### src/rtl/rl_lj_pkg.sv
// Shared definitions for the RL_LJ force pipeline: sizes, latency and the
// filter arbiter FSM encoding.
package rl_lj_pkg;

  localparam int NUM_FILTER         = 4;
  localparam int ARBITER_MSB        = 1 << (NUM_FILTER - 1);
  localparam int FILTER_SEL_WIDTH   = $clog2(NUM_FILTER);
  localparam int FORCE_PIPE_LATENCY = 17;
  localparam int DRAIN_CNT_WIDTH    = $clog2(FORCE_PIPE_LATENCY);

  typedef enum logic [1:0] {
    ST_IDLE  = 2'd0,
    ST_RUN   = 2'd1,
    ST_DRAIN = 2'd2,
    ST_DONE  = 2'd3
  } arb_state_e;

  function automatic logic [31:0] sat_inc32(input logic [31:0] v);
    return (v == 32'hFFFF_FFFF) ? v : v + 32'd1;
  endfunction

endpackage

### src/rtl/rl_lj_filter_arbiter_if.sv
// Filter-buffer / force-pipeline handshake bundle. The master side is the
// arbiter, the slave side is the buffers plus pipeline input.
interface rl_lj_filter_arbiter_if;
  import rl_lj_pkg::*;

  logic [NUM_FILTER-1:0]       filter_req;
  logic [NUM_FILTER-1:0]       filter_grant;
  logic                        pipe_stall;
  logic                        pipe_input_valid;
  logic [FILTER_SEL_WIDTH-1:0] pipe_sel;

  modport master (
    input  filter_req, pipe_stall,
    output filter_grant, pipe_input_valid, pipe_sel
  );

  modport slave (
    output filter_req, pipe_stall,
    input  filter_grant, pipe_input_valid, pipe_sel
  );

endinterface

### src/rtl/rl_lj_rr_arbiter.sv
// Combinational round-robin selector: first requester at or above the one-hot
// pointer (wrapping), plus the rotated pointer that follows a grant.
module rl_lj_rr_arbiter #(
  parameter int NUM_FILTER = 4,
  parameter int SEL_W      = (NUM_FILTER > 1) ? $clog2(NUM_FILTER) : 1
) (
  input  logic                  en,
  input  logic [NUM_FILTER-1:0] req,
  input  logic [NUM_FILTER-1:0] ptr,
  output logic [NUM_FILTER-1:0] grant,
  output logic [SEL_W-1:0]      grant_idx,
  output logic                  grant_valid,
  output logic [NUM_FILTER-1:0] ptr_next
);

  logic [SEL_W-1:0] base;
  logic [SEL_W-1:0] cand;

  always_comb begin
    base        = '0;
    cand        = '0;
    grant_idx   = '0;
    grant_valid = 1'b0;
    ptr_next    = ptr;
    for (int i = 0; i < NUM_FILTER; i++) begin
      if (ptr[i]) base = SEL_W'(i);
    end
    for (int k = 0; k < NUM_FILTER; k++) begin
      cand = SEL_W'((int'(base) + k) % NUM_FILTER);
      if (en && !grant_valid && req[cand]) begin
        grant_valid = 1'b1;
        grant_idx   = cand;
      end
    end
    if (grant_valid) begin
      ptr_next = '0;
      ptr_next[SEL_W'((int'(grant_idx) + 1) % NUM_FILTER)] = 1'b1;
    end
  end

  for (genvar gi = 0; gi < NUM_FILTER; gi++) begin : g_grant
    assign grant[gi] = grant_valid && (grant_idx == SEL_W'(gi));
  end

endmodule

### src/rtl/rl_lj_filter_arbiter.sv
// Shares one force evaluation pipeline among the filter buffers: run/drain
// control FSM, round-robin pop grants and the registered pipeline-input view.
module rl_lj_filter_arbiter
  import rl_lj_pkg::*;
(
  input  logic                          clk,
  input  logic                          rst,
  input  logic                          start,
  input  logic                          pair_gen_done,
  rl_lj_filter_arbiter_if.master        fif,
  output logic [31:0]                   issue_count,
  output logic                          busy,
  output logic                          done
);

  arb_state_e                  state_q, state_d;
  logic                        start_q, start_d;
  logic                        armed_q, armed_d;
  logic                        pgd_flag_q, pgd_flag_d;
  logic [DRAIN_CNT_WIDTH-1:0]  drain_cnt_q, drain_cnt_d;
  logic [NUM_FILTER-1:0]       ptr_q, ptr_d;
  logic [31:0]                 issue_count_q, issue_count_d;
  logic                        piv_q, piv_d;
  logic [FILTER_SEL_WIDTH-1:0] sel_q, sel_d;

  logic                        start_edge;
  logic                        arb_en;
  logic [NUM_FILTER-1:0]       grant;
  logic [FILTER_SEL_WIDTH-1:0] grant_idx;
  logic                        grant_valid;
  logic [NUM_FILTER-1:0]       ptr_next;

  assign arb_en = (state_q == ST_RUN) && !fif.pipe_stall;

  rl_lj_rr_arbiter #(
    .NUM_FILTER (NUM_FILTER),
    .SEL_W      (FILTER_SEL_WIDTH)
  ) u_rr (
    .en          (arb_en),
    .req         (fif.filter_req),
    .ptr         (ptr_q),
    .grant       (grant),
    .grant_idx   (grant_idx),
    .grant_valid (grant_valid),
    .ptr_next    (ptr_next)
  );

  // armed_q masks the first cycle after reset so a start level already high
  // at release is not mistaken for a fresh request.
  assign start_edge = start && !start_q && armed_q;

  always_comb begin
    state_d       = state_q;
    start_d       = start;
    armed_d       = 1'b1;
    pgd_flag_d    = pgd_flag_q;
    drain_cnt_d   = drain_cnt_q;
    ptr_d         = ptr_q;
    issue_count_d = issue_count_q;
    piv_d         = grant_valid;
    sel_d         = sel_q;

    if (grant_valid) begin
      ptr_d         = ptr_next;
      issue_count_d = sat_inc32(issue_count_q);
      sel_d         = grant_idx;
    end

    unique case (state_q)
      ST_IDLE, ST_DONE: begin
        if (start_edge) begin
          state_d       = ST_RUN;
          pgd_flag_d    = 1'b0;
          issue_count_d = '0;
        end
      end
      ST_RUN: begin
        if (pair_gen_done) pgd_flag_d = 1'b1;
        if ((pgd_flag_q || pair_gen_done) && (fif.filter_req == '0)) begin
          state_d     = ST_DRAIN;
          drain_cnt_d = '0;
        end
      end
      ST_DRAIN: begin
        if (fif.filter_req != '0) begin
          state_d = ST_RUN;
        end else if (!fif.pipe_stall) begin
          if (drain_cnt_q == DRAIN_CNT_WIDTH'(FORCE_PIPE_LATENCY - 1)) state_d = ST_DONE;
          else drain_cnt_d = drain_cnt_q + DRAIN_CNT_WIDTH'(1);
        end
      end
      default: state_d = ST_IDLE;
    endcase
  end

  always_ff @(posedge clk or negedge rst) begin
    if (!rst) begin
      state_q       <= ST_IDLE;
      start_q       <= 1'b0;
      armed_q       <= 1'b0;
      pgd_flag_q    <= 1'b0;
      drain_cnt_q   <= '0;
      ptr_q         <= NUM_FILTER'(1);
      issue_count_q <= '0;
      piv_q         <= 1'b0;
      sel_q         <= '0;
    end else begin
      state_q       <= state_d;
      start_q       <= start_d;
      armed_q       <= armed_d;
      pgd_flag_q    <= pgd_flag_d;
      drain_cnt_q   <= drain_cnt_d;
      ptr_q         <= ptr_d;
      issue_count_q <= issue_count_d;
      piv_q         <= piv_d;
      sel_q         <= sel_d;
    end
  end

  assign fif.filter_grant     = grant;
  assign fif.pipe_input_valid = piv_q;
  assign fif.pipe_sel         = sel_q;
  assign issue_count          = issue_count_q;
  assign busy                 = (state_q == ST_RUN) || (state_q == ST_DRAIN);
  assign done                 = (state_q == ST_DONE);

endmodule

### src/flat_wrapper.sv
// flat-port wrapper written by rule: the top's interface ports become plain ports
module rl_lj_filter_arbiter_flat import rl_lj_pkg::*;
  (clk, rst, start, pair_gen_done, issue_count, busy, done, fif_filter_req, fif_pipe_stall, fif_filter_grant, fif_pipe_input_valid, fif_pipe_sel);
  rl_lj_filter_arbiter_if fif_i ();
  input  logic clk;
  input  logic rst;
  input  logic start;
  input  logic pair_gen_done;
  output logic [31:0] issue_count;
  output logic busy;
  output logic done;
  input wire logic [$bits(fif_i.filter_req)-1:0] fif_filter_req;
  input wire logic [$bits(fif_i.pipe_stall)-1:0] fif_pipe_stall;
  output wire logic [$bits(fif_i.filter_grant)-1:0] fif_filter_grant;
  output wire logic [$bits(fif_i.pipe_input_valid)-1:0] fif_pipe_input_valid;
  output wire logic [$bits(fif_i.pipe_sel)-1:0] fif_pipe_sel;
  assign fif_i.filter_req = fif_filter_req;
  assign fif_i.pipe_stall = fif_pipe_stall;
  assign fif_filter_grant = fif_i.filter_grant;
  assign fif_pipe_input_valid = fif_i.pipe_input_valid;
  assign fif_pipe_sel = fif_i.pipe_sel;
  rl_lj_filter_arbiter u_core (.clk(clk), .rst(rst), .start(start), .pair_gen_done(pair_gen_done), .fif(fif_i), .issue_count(issue_count), .busy(busy), .done(done));
endmodule
### config.mk
export PLATFORM = sky130hd
export DESIGN_NAME = rl_lj_filter_arbiter_flat
export DESIGN_NICKNAME = d
export VERILOG_FILES = /design/src/rtl/rl_lj_pkg.sv /design/src/rtl/rl_lj_filter_arbiter_if.sv /design/src/rtl/rl_lj_rr_arbiter.sv /design/src/rtl/rl_lj_filter_arbiter.sv /design/src/flat_wrapper.sv
export SDC_FILE = /design/constraint.sdc
export NUM_CORES = 1
export LEC_CHECK = 0
export BUFFER_PORTS_ARGS = -buffer_cell sky130_fd_sc_hd__buf_2
export CORE_AREA = 5 5 77 79
export CTS_CLUSTER_DIAMETER = 80
export CTS_CLUSTER_SIZE = 28
export DETAILED_ROUTE_END_ITERATION = 10
export DIE_AREA = 0 0 82 84
export PLACE_DENSITY = 0.91
export SLEW_MARGIN = 15
export SYNTH_ARGS = -nofsm -noshare
export SYNTH_HDL_FRONTEND = slang
export SYNTH_SLANG_ARGS = --single-unit
### constraint.sdc
create_clock -name clk -period 5.3 [get_ports clk]
set_input_delay 0.265 -clock clk [delete_from_list [all_inputs] [get_ports clk]]
set_output_delay 0.265 -clock clk [all_outputs]
set_load 0.05 [all_outputs]
==> out/metrics.csv, run 1 <==
metric,value,unit
vias,2729,
first-pass GRT wire length,11.5,mm
Vias/cell,6.00,
Reg-to-Reg Start,u_core.state_q[1]$_DFFE_PN0P_,
clock buffer count from CTS,5,
Core Region,5270,sq um
CTS Hold Bufs,0,
Critical Path AT,3.01,ns
Critical Path End Type,output pin,
CTS tree,built,
fin. max-slew vios,0,
# DRC,0,
Die W,82,um
measured slew at the worst slew-check pin,0.918,ns
DR WL/cell,15.1,um
port bufs,49,
share of post-route cells with drive strength above 1,17.8,%
clock tree buffer depth,2,
FP Rows,27,
syn nets,360,
top-level I/O count,50,
violated checks,hold timing,
power per cell area,448,nW/um^2
CP bufs+invs,3,
Pleak,1.58,nW
Yosys warnings,0,
Initial Util,56.3,%
R2R Path End,u_core.issue_count[21]$_DFF_PN0_,
placed insts,447,
buffers inserted by post-CTS timing repair,0,
Mapped Area,2970,sq um
PnR Total Power,0.00150,W
Critical Path RT,5.04,ns
cells after synthesis,338,
most frequent cells in the layout,"48 x buf_2, 48 x dfrtp_1, 36 x nand2_1, 28 x nor2_1, 21 x a21oi_1",
"Clk pin slew, worst setup/hold paths",0.09,ns
sw frac,48.2,%
Fillers,458,
Post-Route WL,6.89,mm
Max Freq,306,MHz
GPL Wtd Cong,0.883,
RSZ-0062 raised after global routing,false,
post-synth cell types,54,
die height,84,um
Synth Flop Type,dfrtp_1,
Int Pwr,0.000776,W
Hold Fails Final Rpt,48,
Mean Syn Cell Area,8.78,sq um
clock skew,0.00901,ns
crit-path leading delay family,compound AO/OA/AOI/OAI gates,
Sum Neg Setup Slack,0,ns
initial antenna violation count,0,
largest net degree at the start of global routing,49,
Reg power frac,35.8,%
critical path's slowest cell,o32ai_1,
#FFs+latches synth,48,
GRT Util Overall,20.8,%
Die ar.,6890,sq um
Root Buffer,clkbuf_8,
vias in the first global route,2473,
reg2reg path depth,7,
Synth async-reset ratio,100,%
worst vdd ir,0.400,mV
antenna-violating nets left,0,
ratio of final minimum period to clock period,61.7,%
WS Path Type,flop to output pin,
crit path cell chain,inv_1 -> ha_1 -> nand2b_1 -> nor4_1 -> a21oi_1 -> o32ai_1 -> inv_1 -> ha_1 -> and3_1 -> buf_2,
Comb power frac,48.9,%
Worst Path Max Fanout,8,
worst reg-to-reg setup slack,2.27,ns
max-cap violation count,0,
Syn-to-layout area delta,12.8,%
initial drt markers,188,
drt pass-1 iters,5,
# diodes,0,
worst stage delay on the critical path,0.55,ns
GRT Residual Overflow,0,
Non-Filler Instances,455,
Num Clock Sinks,48,
post-detail-place hpwl,4.93,mm
setup violators final,0,
Clock Power Share,15.3,%
worst hold path type,input port to asynchronous set/reset pin,
Switch Pwr,0.000724,W
relative slew slack,38.4,%
Hold WS,-0.0316,ns
status,"finished, violations left",
post-cts sizing count,0,
H-Tree Depth,2,
fin nets,404,
"EDFF count, synth",0,
type of origin of the critical path,flop,
critical path depth,10,
clock latency on the worst-skew pair,0.31,ns
Final min period,3.27,ns
post-synthesis sequential area ratio,40.5,%
-- power groups by stage --
stage	Combinational, W	Sequential (W)	Clock [W]
2_1_floorplan	0.000504	0.000608	0
3_3_place_gp	0.000715	0.000532	0
3_5_place_dp	0.000729	0.000538	0
4_1_cts	0.000734	0.000533	0.000233
5_1_grt	0.000812	0.000549	0.000246
6_report	0.000733	0.000537	0.000230
-- sequential cells by signal, indices dropped and copies added (netlist names) --
| name | count |
|---|---|
| u_core.armed_q | 1 |
| u_core.pgd_flag_q | 1 |
| u_core.drain_cnt_q | 5 |
| u_core.fif.pipe_input_valid | 1 |
| u_core.issue_count | 32 |
| u_core.ptr_q | 3 |
| u_core.start_q | 1 |
| u_core.state_q | 2 |
| u_core.fif.pipe_sel | 2 |
-- Yosys cell counts (4+ instances only) --
library cell / n / area share (%)
dfrtp_1: 48 / 40
nand2_1: 36 / 4.6
nor2_1: 28 / 3.5
a21oi_1: 21 / 3.5
nand3_1: 20 / 3.4
o21ai_0: 18 / 3.0
inv_1: 15 / 1.9
ha_1: 13 / 5.5
nand4_1: 12 / 2.5
or3_1: 10 / 2.1
and3_1: 9 / 1.9
clkbuf_1: 9 / 1.1
xor2_1: 8 / 2.4
nor3_1: 7 / 1.2
nor4_1: 7 / 1.5
or4_1: 6 / 1.5
xnor2_1: 6 / 1.8
mux2i_1: 4 / 1.3
nand3b_1: 4 / 1.0
-- through the flow --
stage | setup slack [ns] | utilization, % | cell area [sq um]
after CTS | 2.02 | 63.5 | 3350
after floorplan | 2.66 | - | 2970
after global placement | 2.46 | 61.7 | 3250
after global routing | 1.70 | 63.5 | 3350
after detailed placement | 2.39 | 61.7 | 3250
final | 2.03 | 63.5 | 3350
-- routing by layer --
metal	part of all wire (%)	wire [um]	vias to the layer above	global-route usage (%)
met5	0	0	-	0
met1	45	3090	1309	28.7
li1	-	-	1310	-
met4	1.6	109	0	7.25
met2	48	3300	99	32.3
met3	5.8	399	11	4.00
-- area by class of cell --
cell class | instances | area [sq um] | area share (%)
Clock inverter | 1 | 7.51 | 0.224
Multi-Input combinational cell | 261 | 1640 | 49.1
Inverter | 15 | 56.3 | 1.68
Tap cell | 72 | 90.1 | 2.69
Clock buffer | 7 | 86.3 | 2.58
Timing Repair Buffer | 51 | 263 | 7.85
Sequential cell | 48 | 1200 | 35.9
-- kinds of logic (layout without fill, tap and decap cells) --
logic type                 after synthesis  after routing  synth area share (%)
other                                    1              1                 0.126
muxes                                    7              7                  2.61
adders and majority gates               13             13                  5.48
DFF                                     48             48                  40.5
xor gates and xnor gates                14             14                  4.13
AOI/OAI and AO/OA                       68             68                  14.6
and+or+nand+nor                        158            158                  28.2
buffers and inverters                   29             74                  4.30
-- worst max path at each step --
stage,end,from,slack [ns]
6_report,fif_filter_grant[2],u_core.state_q[1]$_DFFE_PN0P_,2.03
3_3_place_gp,fif_filter_grant[0],u_core.ptr_q[1]$_DFFE_PN0N_,2.46
2_1_floorplan,fif_filter_grant[0],u_core.ptr_q[1]$_DFFE_PN0N_,2.66
4_1_cts,fif_filter_grant[2],u_core.state_q[1]$_DFFE_PN0P_,2.02
5_1_grt,fif_filter_grant[0],u_core.state_q[1]$_DFFE_PN0P_,1.70
3_5_place_dp,u_core.issue_count[21]$_DFF_PN0_,u_core.state_q[1]$_DFFE_PN0P_,2.39
Note: power is estimated with default switching activity, not from simulation.
==> run 2, diff against run 1 <==
- CORE_AREA: 5 5 77 79 -> 5 5 83 85
- DIE_AREA: 0 0 82 84 -> 0 0 88 90
- PLACE_DENSITY: 0.91 -> 0.83
- clock period: 5.3 -> 2.9 ns (I/O delays scaled with it)
==> out/metrics.csv, run 2 (same netlist as run 1, synthesis figures left out) <==
metric,value,unit,change
status,"complete, no violations",,"was finished, violations left"
measured slew at the worst slew-check pin,0.757,ns,was 0.918 ns
Hold Startpoint,pair_gen_done,,
Critical Path AT,2.65,ns,was 3.01 ns
Syn-to-layout area delta,16.3,%,was 12.8%
Die W,88,um,was 82 um
worst vdd ir,0.469,mV,was 0.400 mV
setup violators final,0,,unchanged
Hold Fails Final Rpt,0,,was 48
reg2reg path depth,7,,unchanged
port bufs,49,,unchanged
Vias/cell,5.79,,was 6.00
Fillers,524,,was 458
Die ar.,7920,sq um,was 6890 sq um
max-cap violation count,0,,unchanged
max FFs per register,32,,unchanged
R2R Path End,u_core.issue_count[26]$_DFF_PN0_,,was u_core.issue_count[21]$_DFF_PN0_
power per cell area,817,nW/um^2,was 448 nW/um^2
GRT Residual Overflow,0,,unchanged
Core Region,6130,sq um,was 5270 sq um
"Clk pin slew, worst setup/hold paths",0.08,ns,was 0.09 ns
vias in the first global route,2567,,was 2473
type of origin of the critical path,flop,,unchanged
worst hold path type,input port to flop,,was input port to asynchronous set/reset pin
Post-Route WL,6.96,mm,was 6.89 mm
fin. max-slew vios,0,,unchanged
most frequent cells in the layout,"46 x buf_2, 45 x dfrtp_1, 36 x nand2_1, 28 x nor2_1, 21 x a21oi_1",,"was 48 x buf_2, 48 x dfrtp_1, 36 x nand2_1, 28 x nor2_1, 21 x a21oi_1"
fin nets,415,,was 404
"commonest non-fill, non-tap cell in the layout",buf_2,,
Num Clock Sinks,48,,unchanged
ratio of final minimum period to clock period,96.4,%,
DR WL/cell,14.8,um,was 15.1 um
FP Rows,29,,was 27
Initial Util,48.4,%,was 56.3%
# diodes,0,,unchanged
Worst Path Max Fanout,6,,was 8
Root Buffer,clkbuf_8,,unchanged
worst reg-to-reg setup slack,0.40,ns,was 2.27 ns
WS Path Type,flop to output pin,,unchanged
critical path's slowest cell,dfrtp_2,,was o32ai_1
clock skew,0.00620,ns,was 0.00901 ns
antenna-violating nets left,0,,unchanged
Finished Cell Area,3450,sq um,was 3350 sq um
initial drt markers,224,,was 188
Reg-to-Reg Start,u_core.issue_count[0]$_DFF_PN0_,,was u_core.state_q[1]$_DFFE_PN0P_
GRT Util Overall,17.9,%,was 20.8%
Min-Delay Endpoint,u_core.pgd_flag_q$_DFFE_PN0P_,,
worst stage delay on the critical path,0.46,ns,was 0.55 ns
area post-placement,3300,sq um,was 3250 sq um
CTS tree,built,,unchanged
share of post-route cells with drive strength above 1,21.1,%,was 17.8%
post-detail-place hpwl,5.03,mm,was 4.93 mm
vias,2723,,was 2729
Hold Crit Depth,3,,
area occupied by multi-input gates,1660,sq um,was 1640 sq um
Max Freq,358,MHz,
largest net degree at the start of global routing,49,,unchanged
clock latency on the worst-skew pair,0.30,ns,was 0.31 ns
GPL Wtd Cong,0.920,,was 0.883
top-level I/O count,50,,unchanged
Critical Path End Type,output pin,,unchanged
Final min period,2.80,ns,
worst setup path start,u_core.ptr_q[1]$_DFFE_PN0N_,,was u_core.state_q[1]$_DFFE_PN0P_
Critical Path RT,2.76,ns,was 5.04 ns
first-pass GRT wire length,11.6,mm,was 11.5 mm
FF+latch area,1200,sq um,about the same
clock buffer count from CTS,5,,unchanged
drt pass-1 iters,5,,unchanged
# DRC,0,,unchanged
relative slew slack,49.3,%,was 38.4%
initial antenna violation count,0,,unchanged
H-Tree Depth,2,,unchanged
Sum Neg Setup Slack,0,ns,unchanged
die height,90,um,was 84 um
clock tree buffer depth,2,,unchanged
Pleak,1.62,nW,was 1.58 nW
crit path cell chain,mux2_4 -> a222oi_1 -> buf_4 -> nand2_1 -> o21ai_1 -> o211a_1 -> inv_1 -> ha_1 -> and3_1 -> clkbuf_4,,was inv_1 -> ha_1 -> nand2b_1 -> nor4_1 -> a21oi_1 -> o32ai_1 -> inv_1 -> ha_1 -> and3_1 -> buf_2
run 2: worst max path at each step:
stage | slack (ns) | cells past startpoint | to
after global placement | 0.45 | 11 | fif_filter_grant[0]
final | 0.10 | 10 | fif_filter_grant[0]
after detailed placement | 0.37 | 11 | fif_filter_grant[0]
after CTS | 0.02 | 11 | fif_filter_grant[0]
after floorplan | 0.30 | 7 | u_core.issue_count[21]$_DFF_PN0_
after global routing | -0.001 | 10 | fif_filter_grant[0]
run 2: stage by stage:
stage / worst slack [ns] / hold WS [ns] / cells / utilization, % / total power, W
4_1_cts: 0.0216 / 0.0721 / 466 / 55.3 / 0.00275
3_3_place_gp: 0.447 / 0.272 / 458 / 53.9 / 0.00232
5_1_grt: -0.00127 / 0.182 / 470 / 56.3 / 0.00304
2_1_floorplan: 0.305 / -0.151 / 338 / - / 0.00203
3_5_place_dp: 0.368 / 0.276 / 458 / 53.9 / 0.00236
6_report: 0.104 / 0.152 / 470 / 56.3 / 0.00282
run 2: worst max-delay path, delay by kind of cell (launching register included):
family / cells / cell delay [ns]
AO/OA/AOI/OAI: 3 / 0.68
buffers and inverters: 3 / 0.52
flip-flops: 1 / 0.46
multiplexers: 1 / 0.31
AND/OR/NAND/NOR: 2 / 0.19
adder cells (fa/ha/maj): 1 / 0.19
run 2: repair_timing:
| item | in CTS | in global routing |
|---|---|---|
| hold endpoints to repair | 1 | 48 |
| gates resized for setup | 0 | 10 |
| hold buffers | 1 | 1 |
| endpoints found under the setup margin | 0 | 4 |
| buffers inserted | 0 | 3 |
run 2: cell type report:
cell class | count | area share, %
flip-flops and latches | 48 | 34.9
well taps | 77 | 2.79
repair buffers | 62 | 10.3
inverters | 15 | 1.63
multi-input cells | 261 | 48.1
clock inverters | 1 | 0.145
clock buffers | 6 | 2.10
run 2: per-layer routing:
metal	track usage (%)	part of all wire (%)	vias to the layer above
met3	4.11	5.9	10
met2	28.0	47	88
met5	0	0	-
met1	24.1	46	1286
met4	6.52	1.6	0
li1	-	-	1339
run 2: power breakdown:
group	switching, W	internal (W)
Sequential	0.000175	0.000801
Clock	0.000216	0.000164
Combinational	0.000946	0.000518
Total	0.00134	0.00148
==> run 3, diff against run 2 <==
- CORE_AREA: 5 5 83 85 -> 5 5 77 79
- DIE_AREA: 0 0 88 90 -> 0 0 82 84
- PLACE_DENSITY: 0.83 -> 0.91
- clock period: 2.9 -> 3.6 ns (I/O delays scaled with it)
==> out/metrics.csv, run 3 (same netlist as run 1, synthesis figures left out) <==
metric,value,unit,change
GRT Residual Overflow,0,,unchanged
clock skew,0.00812,ns,was 0.00620 ns
first-pass GRT wire length,11.9,mm,was 11.6 mm
initial drt markers,303,,was 224
Reg-to-Reg Start,u_core.ptr_q[1]$_DFFE_PN0N_,,was u_core.issue_count[0]$_DFF_PN0_
status,"complete, no violations",,unchanged
setup violators final,0,,unchanged
clock buffer count from CTS,5,,unchanged
antenna-violating nets left,0,,unchanged
Finished Cell Area,3420,sq um,was 3450 sq um
ratio of final minimum period to clock period,91.1,%,
FP Rows,27,,was 29
Vias/cell,6.05,,was 5.79
fin nets,408,,was 415
post-detail-place hpwl,5.10,mm,was 5.03 mm
CP bufs+invs,2,,was 3
clock tree buffer depth,2,,unchanged
Post-Route WL,6.95,mm,was 6.96 mm
crit path cell chain,mux2_4 -> a222oi_1 -> a21oi_1 -> o32ai_1 -> inv_1 -> ha_1 -> and3_1 -> buf_2,,was mux2_4 -> a222oi_1 -> buf_4 -> nand2_1 -> o21ai_1 -> o211a_1 -> inv_1 -> ha_1 -> and3_1 -> clkbuf_4
Worst Path Max Fanout,8,,was 6
WS Path Type,flop to output pin,,unchanged
worst hold path type,input port to flop,,unchanged
post-cts sizing count,0,,unchanged
CTS tree,built,,unchanged
Final min period,3.28,ns,
# diodes,0,,unchanged
"Clk pin slew, worst setup/hold paths",0.08,ns,about the same
max FFs per register,32,,unchanged
most frequent cells in the layout,"48 x buf_2, 48 x dfrtp_1, 36 x nand2_1, 28 x nor2_1, 21 x a21oi_1",,"was 46 x buf_2, 45 x dfrtp_1, 36 x nand2_1, 28 x nor2_1, 21 x a21oi_1"
crit-path leading delay family,compound AO/OA/AOI/OAI gates,,unchanged
Critical Path RT,3.42,ns,was 2.76 ns
max-cap violation count,0,,unchanged
vias,2776,,was 2723
share of post-route cells with drive strength above 1,18.3,%,was 21.1%
vias in the first global route,2695,,was 2567
die height,84,um,was 90 um
Die W,82,um,was 88 um
relative slew slack,43.7,%,was 49.3%
drt pass-1 iters,5,,unchanged
Syn-to-layout area delta,15.1,%,was 16.3%
buffers inserted by post-CTS timing repair,0,,unchanged
CTS Hold Bufs,0,,was 1
initial antenna violation count,0,,unchanged
GRT Util Overall,21.4,%,was 17.9%
measured slew at the worst slew-check pin,0.840,ns,was 0.757 ns
port bufs,49,,unchanged
power per cell area,678,nW/um^2,was 817 nW/um^2
Initial Util,56.3,%,was 48.4%
Root Buffer,clkbuf_8,,unchanged
clock latency on the worst-skew pair,0.30,ns,about the same
worst stage delay on the critical path,0.62,ns,was 0.46 ns
GPL Wtd Cong,0.917,,was 0.920
Critical Path End Type,output pin,,unchanged
area post-placement,3270,sq um,was 3300 sq um
Die ar.,6890,sq um,was 7920 sq um
Hold Startpoint,pair_gen_done,,unchanged
Num Clock Sinks,48,,unchanged
type of origin of the critical path,flop,,unchanged
Core Region,5270,sq um,was 6130 sq um
fin. max-slew vios,0,,unchanged
Hold Fails Final Rpt,0,,unchanged
DR WL/cell,15.1,um,was 14.8 um
Critical Path AT,3.10,ns,was 2.65 ns
largest net degree at the start of global routing,49,,unchanged
critical path's slowest cell,a222oi_1,,was dfrtp_2
worst vdd ir,0.493,mV,was 0.469 mV
worst setup path start,u_core.ptr_q[1]$_DFFE_PN0N_,,unchanged
H-Tree Depth,2,,unchanged
top-level I/O count,50,,unchanged
# DRC,0,,unchanged
Sum Neg Setup Slack,0,ns,unchanged
RSZ-0062 raised after global routing,false,,
Max Freq,305,MHz,
Pleak,1.62,nW,about the same
[run 3: path summary, 6_finish.rpt]
kind / to / slack [ns] / depth (start not counted)
max in group asynchronous: u_core.start_q$_DFF_PN0_ / 2.77 / 2
min in group asynchronous: u_core.issue_count[17]$_DFF_PN0_ / 0.42 / 2
worst max register to register: u_core.ptr_q[3]$_DFFE_PN0N_ / 0.73 / 8
worst max-delay path: fif_filter_grant[2] / 0.32 / 8
worst min register to register: u_core.fif.pipe_sel[1]$_DFFE_PN0N_ / 0.49 / 1
worst min-delay path: u_core.pgd_flag_q$_DFFE_PN0P_ / 0.17 / 3
[run 3: metal layers]
metal | global-route usage, % | wire [um] | vias up
li1 | - | - | 1315
met1 | 28.9 | 3010 | 1336
met2 | 34.1 | 3410 | 114
met3 | 3.24 | 433 | 11
met4 | 7.85 | 91 | 0
met5 | 0 | 0 | -
[run 3: final cells by class]
type	count	area, sq um
multi-input cells	261	1640
inverters	15	56.3
clock buffers	7	96.3
well taps	72	90.1
flip-flops and latches	48	1200
clock inverters	1	30.0
repair buffers	55	298
fillers	432	1850
[run 3: report_power, final]
group | internal, W | leakage, nW | switching (W) | total [W]
Clock | 0.000245 | 0.0645 | 0.000175 | 0.000421
Combinational | 0.000355 | 0.913 | 0.000756 | 0.00111
Sequential | 0.000642 | 0.640 | 0.000142 | 0.000783
Total | 0.00124 | 1.62 | 0.00107 | 0.00231
[run 3: worst min-delay path, cell delays in order]
cell and delay (ns):
buf_2 0.10, a21oi_1 0.06, nor2_1 0.09
[run 3: through the flow]
stage | util [%] | total power [W] | std cells | setup WS (ns) | hold WS (ns)
6_report | 64.8 | 0.00231 | 459 | 0.319 | 0.167
4_1_cts | 64.4 | 0.00231 | 457 | 0.343 | 0.000256
3_3_place_gp | 62.0 | 0.00183 | 449 | 0.853 | 0.307
3_5_place_dp | 62.0 | 0.00188 | 449 | 0.711 | 0.309
2_1_floorplan | - | 0.00164 | 338 | 1.00 | -0.116
5_1_grt | 64.8 | 0.00247 | 459 | 0.0437 | 0.194
